<file path="config.mk">
export PLATFORM = sky130hd
export DESIGN_NAME = toggle_period_meter
export DESIGN_NICKNAME = d
export VERILOG_FILES = /design/src/rtl/toggle_period_meter_pkg.sv /design/src/rtl/toggle_period_meter_sync_edge_detect.sv /design/src/rtl/toggle_period_meter.sv
export SDC_FILE = /design/constraint.sdc
export NUM_CORES = 1
export LEC_CHECK = 0
export ABC_AREA = 1
export CORE_ASPECT_RATIO = 1.1
export CORE_MARGIN = 3
export CORE_UTILIZATION = 40
export CTS_BUF_LIST = sky130_fd_sc_hd__clkbuf_16
export CTS_CLUSTER_DIAMETER = 80
export DETAILED_ROUTE_END_ITERATION = 8
export PLACE_DENSITY = 0.69
export SYNTH_ARGS = -nofsm -noshare
export SYNTH_HDL_FRONTEND = slang
export SYNTH_SLANG_ARGS = --single-unit
</file>
<file path="constraint.sdc">
create_clock -name clk_in -period 4.9 [get_ports clk_in]
set_input_delay 0.735 -clock clk_in [delete_from_list [all_inputs] [get_ports clk_in]]
set_output_delay 0.735 -clock clk_in [all_outputs]
set_load 0.05 [all_outputs]
</file>
<file path="src/rtl/toggle_period_meter_pkg.sv">
// Shared types and defaults for the toggle period meter.
//   - meter_state_e : lock-in sequence of the measurement FSM
//   - cycle_t       : high/low time in clk_in cycles at the default width
//   - period_t      : full period, one bit wider so high+low cannot overflow
package toggle_period_meter_pkg;

    localparam int unsigned CW_DEFAULT          = 16;
    localparam int unsigned SYNC_STAGES_DEFAULT = 2;
    localparam int unsigned TIMEOUT_DEFAULT     = 65535;

    typedef logic [CW_DEFAULT-1:0] cycle_t;
    typedef logic [CW_DEFAULT:0]   period_t;

    typedef enum logic [1:0] {
        ST_IDLE = 2'd0,   // no edge seen yet (or input stalled)
        ST_ARM  = 2'd1,   // one edge seen, first interval running
        ST_HALF = 2'd2,   // one half-period known
        ST_RUN  = 2'd3    // both halves known, periods reported on rises
    } meter_state_e;

    // Where the FSM goes after capturing an interval while locked or locking.
    function automatic meter_state_e next_lock_state(input meter_state_e s);
        meter_state_e n;
        n = ST_RUN;
        if (s == ST_ARM) begin
            n = ST_HALF;
        end
        return n;
    endfunction

endpackage

</file>
<file path="src/rtl/toggle_period_meter_sync_edge_detect.sv">
// Synchroniser and edge detector for an asynchronous level.
//   clk_in  : sampling clock
//   reset   : asynchronous, active-high
//   sig_in  : asynchronous input level
//   rise    : one-cycle pulse per synchronised 0->1 transition
//   fall    : one-cycle pulse per synchronised 1->0 transition
// A transition on sig_in shows up on rise/fall STAGES+1 cycles later.
// STAGES must be at least 2.
module toggle_period_meter_sync_edge_detect #(
    parameter int unsigned STAGES = 2
) (
    input  logic clk_in,
    input  logic reset,
    input  logic sig_in,
    output logic rise,
    output logic fall
);

    logic [STAGES-1:0] sync_q;
    logic              last_q;

    // Metastability chain, one history flop, then registered edge pulses.
    always_ff @(posedge clk_in or posedge reset) begin
        if (reset) begin
            sync_q <= '0;
            last_q <= 1'b0;
            rise   <= 1'b0;
            fall   <= 1'b0;
        end else begin
            sync_q <= {sync_q[STAGES-2:0], sig_in};
            last_q <= sync_q[STAGES-1];
            rise   <= sync_q[STAGES-1] & ~last_q;
            fall   <= ~sync_q[STAGES-1] & last_q;
        end
    end

endmodule

</file>
<file path="src/rtl/toggle_period_meter.sv">
// Measures high time, low time and period of an asynchronous square wave
// in clk_in cycles, and flags an input that stopped toggling.
//   clk_in        : system clock
//   reset         : asynchronous, active-high
//   sig_in        : asynchronous square wave under measurement
//   high_cycles   : last measured high time
//   low_cycles    : last measured low time
//   period_cycles : high_cycles + low interval, updated on every rise once locked
//   meas_valid    : one-cycle strobe, period_cycles just updated
//   stalled       : no edge for TIMEOUT cycles; cleared by the next edge
// TIMEOUT must lie in 1 .. 2**CW-1.
module toggle_period_meter
    import toggle_period_meter_pkg::*;
#(
    parameter int unsigned CW          = CW_DEFAULT,
    parameter int unsigned SYNC_STAGES = SYNC_STAGES_DEFAULT,
    parameter int unsigned TIMEOUT     = TIMEOUT_DEFAULT
) (
    input  logic          clk_in,
    input  logic          reset,
    input  logic          sig_in,
    output logic [CW-1:0] high_cycles,
    output logic [CW-1:0] low_cycles,
    output logic [CW:0]   period_cycles,
    output logic          meas_valid,
    output logic          stalled
);

    localparam logic [CW-1:0] LIMIT = CW'(TIMEOUT);

    logic          rise;
    logic          fall;
    logic          edge_seen;
    logic          at_limit;
    logic [CW-1:0] interval;
    meter_state_e  state;

    toggle_period_meter_sync_edge_detect #(
        .STAGES (SYNC_STAGES)
    ) u_sync (
        .clk_in (clk_in),
        .reset  (reset),
        .sig_in (sig_in),
        .rise   (rise),
        .fall   (fall)
    );

    assign edge_seen = rise | fall;
    assign at_limit  = (interval == LIMIT);

    // Interval counter, lock FSM and capture registers.
    // The counter restarts at 1 on an edge so that, in the cycle of the next
    // edge pulse, it holds exactly the pulse-to-pulse distance.
    always_ff @(posedge clk_in or posedge reset) begin
        if (reset) begin
            state         <= ST_IDLE;
            interval      <= '0;
            high_cycles   <= '0;
            low_cycles    <= '0;
            period_cycles <= '0;
            meas_valid    <= 1'b0;
            stalled       <= 1'b0;
        end else begin
            meas_valid <= 1'b0;

            if (edge_seen) begin
                interval <= CW'(1);
            end else if (!at_limit) begin
                interval <= interval + CW'(1);
            end

            case (state)
                ST_IDLE: begin
                    // Partial interval before the first edge is meaningless.
                    if (edge_seen) begin
                        state   <= ST_ARM;
                        stalled <= 1'b0;
                    end
                end

                ST_ARM, ST_HALF, ST_RUN: begin
                    // An edge in the same cycle as the limit wins over the stall.
                    if (edge_seen) begin
                        if (fall) begin
                            high_cycles <= interval;
                        end else begin
                            low_cycles <= interval;
                            // From HALF onwards a rise always follows a captured high.
                            if (state != ST_ARM) begin
                                period_cycles <= (CW+1)'(high_cycles) + (CW+1)'(interval);
                                meas_valid    <= 1'b1;
                            end
                        end
                        state <= next_lock_state(state);
                    end else if (at_limit) begin
                        stalled <= 1'b1;
                        state   <= ST_IDLE;
                    end
                end

                default: begin
                    state <= ST_IDLE;
                end
            endcase
        end
    end

endmodule

</file>
; Yosys cells after proc, flatten, opt, wreduce, memory -nomap -nowiden
; Index checks and enable logic that the tools add are counted.
[word_totals]
reg_bits = 74
wordCells = 51
in_bits = 3
[classes]
muxes = 15
n_reduce_logical = 7
n_eq_ne = 10
n_bitwise = 6
add_sub_neg = 2
[ops]
columns = cell, count
row1 = $mux 16, 2
row2 = $add 16x16->17, 1
row3 = $add 16x1->16 const B, 1
row4 = $eq 16x16->1 const B, 1
row5 = $reduce_and 3->1, 3
row6 = $mux 1, 8
row7 = $ne 2x2->1 const B, 4
row8 = $mux 2, 3
row9 = $eq 2x2->1 const B, 2
row10 = $pmux 2 s2, 1
row11 = $reduce_and 4->1, 1
row12 = $ne 3x3->1 const B, 1
row13 = $not 1->1, 3
row14 = $reduce_or 3->1, 1
row15 = $and 1x1->1, 2
row16 = $eq 2x1->1 const B, 1
row17 = $logic_not 2->1, 1
row18 = $ne 2x1->1 const B, 1
row19 = $pmux 1 s2, 1
row20 = $reduce_and 2->1, 1
row21 = $or 1x1->1, 1

; Logic depth before layout (Yosys ltp)
[logic_depth]
word_depth = 5
mapped_depth = 11

; Modules after synthesis
; A second synthesis with hierarchy kept.
[unflattened]
cells_unflattened = 511
area_unflattened_um2 = 3983.8
[by_module_without_submodules]
columns = module, seq_area_each_um2, cells_per_inst, instances, area_each_um2
row1 = toggle_period_meter, 1726.7, 501, 1, 3839.9
row2 = toggle_period_meter_sync_edge_detect, 125.1, 10, 1, 143.9

; Least setup slack after synthesis
; No wires, ideal clock.
[synth_path]
kind = reg2reg
start = register high_cycles[0]
end = register period_cycles[6]
path_slack_ps = 2894
required_ps = 4782
arrival_ps = 1888
setup_time_ps = 118
synth_period_minus_slack_ps = 2006
stages_incl_launch_ff = 10
path_buffers = 0
path_cell_list = dfrtp_1 > ha_1 > fa_1 > nand2_1 > nand2_1 > nand3_1 > nand2_1 > or2_2 > nand3_1 > nand2_1
[synth_via]
elab_chain_len = 1
[synth_rtl]
columns = element, line_no
row1 = "start, declared", toggle_period_meter.sv:22  ; output logic [CW-1:0] high_cycles,
row2 = "start signal, assigned", toggle_period_meter.sv:85  ; high_cycles <= interval;
row3 = $add 16x16->17, toggle_period_meter.sv:90  ; period_cycles <= (CW+1)'(high_cycles) + (CW+1)'(interval);
row4 = "end signal, assigned", toggle_period_meter.sv:90
row5 = "end, declared", toggle_period_meter.sv:24  ; output logic [CW:0] period_cycles,
; Every way passes these cells.
; A chain may end at the register's enable or synchronous reset.

; Worst setup path in the final report
[layout_path]
start = register high_cycles[1]
end = output port high_cycles[1]
; No word-level cell between the ends.

==> out/metrics.yaml <==
placement:
  gp_congestion: 0.930
  dp_hpwl_mm: 6.65
  io_buffers: 53
  placed_cell_area_um2: 4600
clock_network:
  cts.repair.resized: 0
  path_clk_slew_ns: 0.06
  cts_sinks: 74
  ctsHtreeMaxLevel: 3
  cts_tree: "built"
  hold_buffers: 0
  insertion_delay_ns: 0.34
  root_buffer: "clkbuf_16"
  cts_buffer_depth: 2
  cts_buffers: 9
  post_cts_buffers: 0
critical_path:
  path_cells: "clkdlybuf4s50_1"
  rr_worst_depth: 9
  endpoint_kind: "primary output"
  critPathRequiredTime_ns: 4.16
  cp_num_buf_inv: 1
  path_max_fanout: 4
  cp.arrival_ns: 1.60
  worstSetupPathDepth: 1
  crit_family: "buffers and inverters"
  max_stage_delay_ns: 0.84
  criticalPathCategory: "reg -> out"
  cp-start-kind: "flop"
  critPathSlowestCell: "clkdlybuf4s50_1"
  reg2reg_setup_slack_ns: 2.93
floorplanning:
  die_x_um: 101
  core_um2: 9490
  die_h_um: 110
  initial_core_util_pct: 41.6
  die_area_um2: 11100
  boundaryPins: 54
  rows: 37
logic_synthesis:
  synthCells: 507
  synth_area_leader_cell: "dfrtp_1"
  synth_top_area_share_pct: 46.9
  synth_area_leaders: "dfrtp_1 (47%), nand2_1 (16%), inv_1 (6.0%)"
  yosysWarnings: 0
  ys_types: 33
  seq_area_frac_synth_pct: 46.9
  synth-seq-cells: 74
  syn_avg_cell_area_um2: 7.79
  synthesis.nets: 528
  synth.cell_area_um2: 3950
timing:
  grt_setup_unrepaired: "false"
  hold_violations: 0
  fin_skew_ns: 0.00484
  tns_ns: 0
  fin_crit_ns: 2.34
  timing.fmax_ghz: 0.428
  worst_pin_slew_ns: 0.854
  setup_viol: 0
  maxSlewViolCount: 0
  finalCritPeriodShare_pct: 47.7
  slew_headroom_pct: 42.9
grt:
  antenna_found_initial: 0
  grt_pass1_wl_mm: 15.8
  grt_pass1_vias: 3307
  grt_usage_pct: 18.2
  grt_max_degree: 42
  grt.overflow.total: 0
drt:
  routedWlPerCell_um: 13.3
  route.detailed.drc: 0
  antenna_left: 0
  routed_wl_mm: 9.13
  vias_per_cell: 4.91
  drt_first_pass_iters: 4
  initialDrtViolationCount: 163
  vias: 3366
pwr:
  p_int_mw: 1.14
  p_clk_share_pct: 41.3
  swShare_pct: 30.3
  ir_drop_mv: 0.225
  power_frac_comb_pct: 17.1
  p_per_area_nw_per_um2: 332
  p_switching_uw: 493
  p_leak_nw: 2.55
  seq_power_share_pct: 41.6
finish:
  layout.nets: 584
  drive_above_1_share_pct: 7.04
  post-route-cell-area_um2: 4900
  antenna_cells: 0
  fill_cells: 906
  area_growth_pct: 24.1
run:
  maxCapViolations: 0
hold_path:
  holdPathStages: 0
  worstHoldPathType: "reg -> reg"
run_status:
  status: "finished, final reports clean"
==> logic make-up (layout without fill, tap and decap cells) <==
logic type      count (synthesis)  in the layout  share of synthesized area (%)
buf+inv                        78            139                           7.67
fa+ha+maj                      18             18                           5.89
xor+xnor                        6              6                           1.33
compound gates                 61             61                           8.05
flops                          74             74                           46.9
simple gates                  270            270                           30.2
==> cells in the final DEF (no fill, tap or decap), types with 8 or more instances in the layout <==
| cell | synthesis | layout |
|---|---|---|
| ha_1 | 17 | 17 |
| inv_1 | 63 | 62 |
| clkbuf_16 | 0 | 9 |
| a21oi_1 | 10 | 10 |
| o21ai_0 | 44 | 44 |
| nand2_1 | 173 | 173 |
| nor3_1 | 8 | 8 |
| nor2_1 | 28 | 28 |
| clkdlybuf4s50_1 | 0 | 53 |
| nand3_1 | 32 | 32 |
| dfrtp_1 | 74 | 74 |
==> cells in the mapped netlist, drive strengths merged <==
library cell  count
or2               6
a21oi            10
and2              2
nor3             12
a31oi             2
o21ai            45
o31ai             3
fa                1
ha               17
inv              67
nand3b            3
xnor2             3
dfrtp            74
nand4             6
buf               3
a21boi            1
nor2             31
clkbuf            8
xor2              3
nand3            32
nand2           178
==> area by class of cell <==
class | count | area (um^2) | area share [%]
Sequential cell | 74 | 1850 | 37.8
Inverter | 67 | 251 | 5.13
Tap cell | 117 | 146 | 2.99
Multi-Input combinational cell | 355 | 1790 | 36.6
Clock buffer | 9 | 225 | 4.60
Timing Repair Buffer | 56 | 553 | 11.3
Clock inverter | 7 | 77.6 | 1.58
==> final timing paths <==
| kind | endpoint | from |
|---|---|---|
| worst min-delay path | u_sync.sync_q[1] | u_sync.sync_q[0] |
| max in group asynchronous | high_cycles[10] | reset |
| worst min register to register | u_sync.sync_q[1] | u_sync.sync_q[0] |
| worst max register to register | period_cycles[6] | interval[0] |
| worst max-delay path | high_cycles[1] | high_cycles[1] |
| min in group asynchronous | period_cycles[4] | reset |
==> sequential cells by signal (all words and copies together), names as in the netlist, 2 cells and up <==
name and flops:
state 2, interval 16, low_cycles 16, high_cycles 16
u_sync.sync_q 2, period_cycles 17
==> power groups by stage <==
stage / clock network, mW / logic (mW) / registers (mW)
floorplan: 0 / 0.0936 / 0.783
global placement: 0 / 0.279 / 0.687
detailed placement: 0 / 0.280 / 0.689
CTS: 0.682 / 0.283 / 0.678
global route: 0.707 / 0.302 / 0.683
finish: 0.672 / 0.279 / 0.678
==> per-stage QoR <==
step | hold slack [ns] | total power, mW | util (%) | std cells | setup WS, ns
finish | 0.358 | 1.63 | 51.6 | 685 | 2.56
global route | 0.375 | 1.69 | 51.6 | 685 | 2.52
CTS | 0.363 | 1.64 | 51.6 | 685 | 2.55
detailed placement | 0.349 | 0.969 | 48.4 | 669 | 2.62
global placement | 0.340 | 0.966 | 48.4 | 669 | 2.67
floorplan | 0.331 | 0.876 | - | 507 | 2.28
==> per-layer routing <==
layer	vias up	global-route usage (%)	routed length [um]
met5	-	0	0
met3	21	3.59	472
met1	1540	23.7	4220
met2	83	29.2	4220
li1	1722	-	-
met4	0	8.37	216
(Power assumes the default switching activity.)
